`src/rtl/uart_rx_msg.sv`:
```
// rtl/uart_rx_msg.sv - 8N1 UART receiver with one-entry valid/ack output buffer
//
// Deserialises 8N1 frames from an asynchronous, idle-high serial line into bytes.
// Each accepted byte is held in a one-entry buffer until the consumer acks it.
// Stop-bit errors and dropped bytes are flagged.
//
// Parameters:
//   CLKS_PER_BIT  clock cycles per UART bit (>= 4)
//   SYNC_STAGES   depth of the rx_serial synchroniser (2)
//
// Ports:
//   clk          system clock, rising edge
//   rst          synchronous active-high reset
//   rx_serial    asynchronous serial input, idle high
//   ack          consumer has taken rx_byte (ignored while rx_valid=0)
//   rx_byte      last accepted byte, LSB received first
//   rx_valid     rx_byte holds an unconsumed byte
//   framing_err  one-cycle pulse when a stop bit is sampled low
//   overrun      sticky: a good frame was dropped because the buffer was full
//   busy         receiver is not idle
module uart_rx_msg #(
    parameter int CLKS_PER_BIT = 1042,
    parameter int SYNC_STAGES  = 2
) (
    input  logic       clk,
    input  logic       rst,
    input  logic       rx_serial,
    input  logic       ack,
    output logic [7:0] rx_byte,
    output logic       rx_valid,
    output logic       framing_err,
    output logic       overrun,
    output logic       busy
);

    localparam int CNT_W = (CLKS_PER_BIT > 1) ? $clog2(CLKS_PER_BIT) : 1;
    // Start bit is checked half a bit in; data and stop bits a full bit after that,
    // so every later sample also lands mid-bit.
    localparam logic [CNT_W-1:0] CNT_HALF = CNT_W'((CLKS_PER_BIT - 1) / 2);
    localparam logic [CNT_W-1:0] CNT_LAST = CNT_W'(CLKS_PER_BIT - 1);
    localparam logic [CNT_W-1:0] CNT_ONE  = CNT_W'(1);

    typedef enum logic [2:0] {
        ST_IDLE,
        ST_START,
        ST_DATA,
        ST_STOP,
        ST_BREAK
    } state_t;

    state_t                 state_q, state_d;
    logic [CNT_W-1:0]       cnt_q, cnt_d;
    logic [2:0]             idx_q, idx_d;
    logic [7:0]             shreg_q, shreg_d;
    logic [SYNC_STAGES-1:0] sync_q, sync_d;
    logic [7:0]             rx_byte_q, rx_byte_d;
    logic                   rx_valid_q, rx_valid_d;
    logic                   framing_err_q, framing_err_d;
    logic                   overrun_q, overrun_d;
    logic                   deliver;
    logic                   s;

    // Only the synchronised copy of the line is ever looked at.
    assign s = sync_q[SYNC_STAGES-1];

    always_comb begin
        sync_d        = {sync_q[SYNC_STAGES-2:0], rx_serial};
        state_d       = state_q;
        cnt_d         = cnt_q;
        idx_d         = idx_q;
        shreg_d       = shreg_q;
        rx_byte_d     = rx_byte_q;
        rx_valid_d    = rx_valid_q;
        overrun_d     = overrun_q;
        framing_err_d = 1'b0;
        deliver       = 1'b0;

        case (state_q)
            ST_IDLE: begin
                if (!s) begin
                    state_d = ST_START;
                    cnt_d   = '0;
                end
            end
            ST_START: begin
                if (cnt_q == CNT_HALF) begin
                    cnt_d = '0;
                    if (!s) begin
                        state_d = ST_DATA;
                        idx_d   = 3'd0;
                    end else begin
                        // Line back high mid start bit: a glitch, not a frame.
                        state_d = ST_IDLE;
                    end
                end else begin
                    cnt_d = cnt_q + CNT_ONE;
                end
            end
            ST_DATA: begin
                if (cnt_q == CNT_LAST) begin
                    cnt_d          = '0;
                    shreg_d[idx_q] = s;
                    idx_d          = idx_q + 3'd1;
                    if (idx_q == 3'd7) begin
                        state_d = ST_STOP;
                    end
                end else begin
                    cnt_d = cnt_q + CNT_ONE;
                end
            end
            ST_STOP: begin
                if (cnt_q == CNT_LAST) begin
                    cnt_d = '0;
                    if (s) begin
                        deliver = 1'b1;
                        state_d = ST_IDLE;
                    end else begin
                        framing_err_d = 1'b1;
                        state_d       = ST_BREAK;
                    end
                end else begin
                    cnt_d = cnt_q + CNT_ONE;
                end
            end
            ST_BREAK: begin
                // Hold here while the line stays low so a long break
                // yields a single framing error.
                if (s) begin
                    state_d = ST_IDLE;
                end
            end
            default: begin
                state_d = ST_IDLE;
            end
        endcase

        // Output buffer: a delivery wins over an ack in the same cycle;
        // an ack on a full buffer always clears overrun.
        if (deliver) begin
            if (!rx_valid_q || ack) begin
                rx_byte_d  = shreg_q;
                rx_valid_d = 1'b1;
                if (ack && rx_valid_q) begin
                    overrun_d = 1'b0;
                end
            end else begin
                overrun_d = 1'b1;
            end
        end else if (ack && rx_valid_q) begin
            rx_valid_d = 1'b0;
            overrun_d  = 1'b0;
        end
    end

    always_ff @(posedge clk) begin
        if (rst) begin
            state_q       <= ST_IDLE;
            cnt_q         <= '0;
            idx_q         <= 3'd0;
            shreg_q       <= 8'h00;
            sync_q        <= '1;
            rx_byte_q     <= 8'h00;
            rx_valid_q    <= 1'b0;
            framing_err_q <= 1'b0;
            overrun_q     <= 1'b0;
        end else begin
            state_q       <= state_d;
            cnt_q         <= cnt_d;
            idx_q         <= idx_d;
            shreg_q       <= shreg_d;
            sync_q        <= sync_d;
            rx_byte_q     <= rx_byte_d;
            rx_valid_q    <= rx_valid_d;
            framing_err_q <= framing_err_d;
            overrun_q     <= overrun_d;
        end
    end

    assign rx_byte     = rx_byte_q;
    assign rx_valid    = rx_valid_q;
    assign framing_err = framing_err_q;
    assign overrun     = overrun_q;
    assign busy        = (state_q != ST_IDLE);

endmodule
```
`config.mk`:
```
export PLATFORM = sky130hd
export DESIGN_NAME = uart_rx_msg
export DESIGN_NICKNAME = d
export VERILOG_FILES = /design/src/rtl/uart_rx_msg.sv
export SDC_FILE = /design/constraint.sdc
export NUM_CORES = 1
export LEC_CHECK = 0
export ABC_AREA = 1
export BUFFER_PORTS_ARGS = -buffer_cell sky130_fd_sc_hd__buf_2
export CORE_MARGIN = 8
export CORE_UTILIZATION = 28
export CTS_BUF_LIST = sky130_fd_sc_hd__clkbuf_8
export CTS_CLUSTER_DIAMETER = 120
export DETAILED_ROUTE_END_ITERATION = 8
export GPL_TIMING_DRIVEN = 0
export PLACE_DENSITY = 0.48
export SETUP_SLACK_MARGIN = 0.3
export SLEW_MARGIN = 5
export SYNTH_ARGS = -nofsm -noshare
export SYNTH_HDL_FRONTEND = slang
export SYNTH_SLANG_ARGS = --single-unit
```
`constraint.sdc`:
```
create_clock -name clk -period 2 [get_ports clk]
set_input_delay 0.2 -clock clk [delete_from_list [all_inputs] [get_ports clk]]
set_output_delay 0.2 -clock clk [all_outputs]
set_load 0.01 [all_outputs]
```
==> summary.md <==
| Metric | Value |
|---|---|
| Destination of the worst hold path | sync_q[0] |
| Row cnt | 30 |
| Distinct cells, synth | 28 |
| CP Launch Type | flip-flop |
| Worst R2R End | shreg_q[0] |
| IO Port Bufs | 15 |
| Total negative slack | 0 ns |
| Clock-pin slew on the worst setup and hold paths | 0.08 ns |
| Flop2flop setup slack | 0.39 ns |
| CP startpoint | cnt_q[1] |
| # setup viols final | 0 |
| GRT Util Overall | 9.34% |
| Fin nets | 315 |
| Via count | 1722 |
| Min Clock Period, post-route | 1.61 ns |
| Layout cells sized above 1 | 17.9% |
| Fraction of registers with async set/reset | 0% |
| Largest net degree at the start of global routing | 13 |
| I/O pin count | 16 |
| Power per cell area | 932 nW/µm² |
| Hold path depth | 2 |
| Initial Utilization | 28.5% |
| CORE AREA | 6720 µm² |
| Clock share of power | 27.3% |
| Vias in the first global route | 1618 |
| Post-synthesis sequential area ratio | 39.7% |
| Worst vdd ir | 0.250 mV |
| Residual DRC | 0 |
| Hold WC Path Type | in -> reg |
| Leakage | 0.977 nW |
| Routed Antenna Nets | 0 |
| H-tree levels | 2 |
| Max-cap violations | 0 |
| Synth-to-Final Area Change | 16.6% |
| CTS tree | built |
| Grt ovf | 0 |
| Synthesized area per cell | 6.82 µm² |
| Die Y | 98.7 µm |
| Sink Count | 38 |
| Outcome | completed |
| Initial antenna violation count | 0 |
| Starting DRT DRC Count | 105 |
| DR WL/cell | 11.3 µm |
| Synthesized instance count | 281 |
| Initial DRT Pass Iterations | 4 |
| Post-synthesis cell area | 1920 µm² |
| CP Data Arrival Time | 1.84 ns |
| R2r startpoint | cnt_q[1] |
| Yosys warns | 0 |
| CP Class | reg -> reg |
| Logic pwr share | 30.9% |
| Slew Limit Fails | 0 |
| Number of synthesized register bits | 38 |
| Net Count, Synth | 290 |
| Fin crit share | 80.3% |
| Switching fraction of total power | 38.2% |
| Final Hold Fails | 0 |
| Post-CTS Hold Buffers | 0 |
| Flop pwr share | 41.8% |
| Crit-path max FO | 5 |
| Startpoint of the worst hold path | rx_serial |
| First-pass GRT wire length | 7370 µm |
| Worst Reg2Reg Path Length in Cells | 10 |
| Clock Skews | 0.00586 ns |
| Dpl hpwl | 3230 µm |
| Post-Route WL | 4360 µm |
| Via density | 4.45 |
| Slew @ Worst Pin | 0.437 ns |
| Ant diodes | 0 |
| Die Wd | 98.7 µm |
| Die area | 9740 µm² |
| CTS Buf Count | 5 |
| Unrepaired setup endpoints after global routing | true |
| Post-synth EDFFs | 0 |
| Crit. End Element | flip-flop |
| Int Pwr | 1.28 mW |
| Data required, critical path | 2.23 ns |
| Gp weighted congestion | 0.780 |
| Fmax | 0.622 GHz |
| Slew headroom | 70.9% |
| Fill count | 717 |
| Util after Layout | 33.2% |
| Synth Flop Type | dfxtp_1 |
| Maximum clock path buffer count | 2 |
| Root Driver | clkbuf_8 |
| Net Switching | 0.796 mW |
| Later-pin clock latency in the skew report | 0.30 ns |
cells in the mapped netlist (3+ instances only):
library cell   n  area (µm²)
nor3_1         7        35.0
ha_1           5        62.6
nor2_1        57         214
dfxtp_1       38         761
o21bai_1       8        60.1
o21ai_1        3        15.0
nand3_1       21         105
nand2_1       49         184
a21oi_2        3        26.3
o21ai_0       11        55.1
a21oi_1       11        55.1
inv_1         39         146
nor2_2         6        37.5
nand2_2        4        25.0
area by class of cell:
cell class / count / area (µm²) / area share (%)
repair buffers: 18 / 97.6 / 4.37
plain buffers: 3 / 13.8 / 0.616
multi-input cells: 200 / 1010 / 45.4
well taps: 80 / 100 / 4.48
inverters: 40 / 150 / 6.72
clock inverters: 2 / 12.5 / 0.560
clock buffers: 6 / 82.6 / 3.70
flip-flops and latches: 38 / 763 / 34.2
stage by stage:
stage	setup slack [ns]	hold slack (ns)	std cells	power, mW	instance area [µm²]
finish	0.393	0.0864	387	2.08	2230
global route	0.286	0.0709	387	2.24	2230
CTS	0.312	0.0754	385	2.09	2190
detailed placement	0.322	0.386	376	1.51	2090
global placement	0.297	0.387	376	1.52	2090
floorplan	0.618	0.304	281	1.36	1920
sequential cells by signal, summed over array words and instances, names as in the netlist:
register	cells
cnt_q	11
overrun	1
state_q	3
sync_q	2
framing_err	1
shreg_q	8
rx_valid	1
idx_q	3
rx_byte	8
kinds of logic (layout without fill, tap and decap cells):
family                     count (synthesis)  count (layout)  synth area share (%)
buffers and inverters                     43              69                  8.56
adders and majority gates                  5               5                  3.27
AOI/OAI and AO/OA                         40              40                  12.4
DFF                                       38              38                  39.7
xor gates and xnor gates                   1               1                 0.457
and+or+nand+nor                          154             154                  35.6
worst max-delay path by stage:
stage                             to  slack [ns]  cells past startpoint
after floorplan           state_q[1]        0.62                      8
after global placement    rx_byte[4]        0.30                      6
after detailed placement  rx_byte[2]        0.32                      6
after CTS                 shreg_q[0]        0.31                      9
after global routing      shreg_q[1]        0.29                     10
final                     shreg_q[0]        0.39                     10
placed cells by master, fill, tap and decap left out, drive strengths merged:
cell type / netlist / routed
a21oi: 14 / 14
a31oi: 2 / 2
buf: 1 / 19
clkbuf: 2 / 8
clkinv: 0 / 1
clkinvlp: 0 / 1
dfxtp: 38 / 38
ha: 5 / 5
inv: 40 / 40
nand2: 53 / 53
nand3: 23 / 23
nand3b: 1 / 1
nand4: 1 / 1
nor2: 65 / 65
nor3: 7 / 7
o21a: 1 / 1
o21ai: 14 / 14
o21bai: 8 / 8
o22ai: 1 / 1
or2: 4 / 4
xor2: 1 / 1
what timing repair did:
| action | 4_1_cts | 5_1_grt |
|---|---|---|
| pin swaps | 1 | 3 |
| setup buffers | 1 | 2 |
| setup endpoints to repair | 2 | 28 |
| gates resized for setup | 0 | 12 |
| hold endpoints to repair | 0 | 0 |
power groups by stage:
| stage | Sequential [mW] | Clock (mW) | Combinational [mW] |
|---|---|---|---|
| after floorplan | 0.865 | 0 | 0.490 |
| after global placement | 0.884 | 0 | 0.632 |
| after detailed placement | 0.881 | 0 | 0.632 |
| after CTS | 0.864 | 0.587 | 0.638 |
| after global routing | 0.881 | 0.622 | 0.738 |
| final | 0.870 | 0.567 | 0.643 |
routing by layer:
| metal | up-vias | global-route usage [%] | wire length, µm | part of all wire [%] |
|---|---|---|---|---|
| met1 | 753 | 12.2 | 2400 | 55 |
| met4 | 0 | 4.84 | 82 | 1.9 |
| met5 | - | 0 | 0 | 0 |
| met2 | 29 | 13.9 | 1740 | 40 |
| met3 | 7 | 2.11 | 135 | 3.1 |
| li1 | 933 | - | - | - |
worst max-delay path, stage by stage (launching register included):
cell and delay [ns]:
dfxtp_1 0.34, inv_2 0.07, ha_1 0.17, nand2_1 0.06, nor2_1 0.14, nand3_2 0.17
nor2_4 0.23, nand2_4 0.09, o21bai_1 0.13, inv_1 0.05, nor2_1 0.10
(Power assumes the default switching activity.)
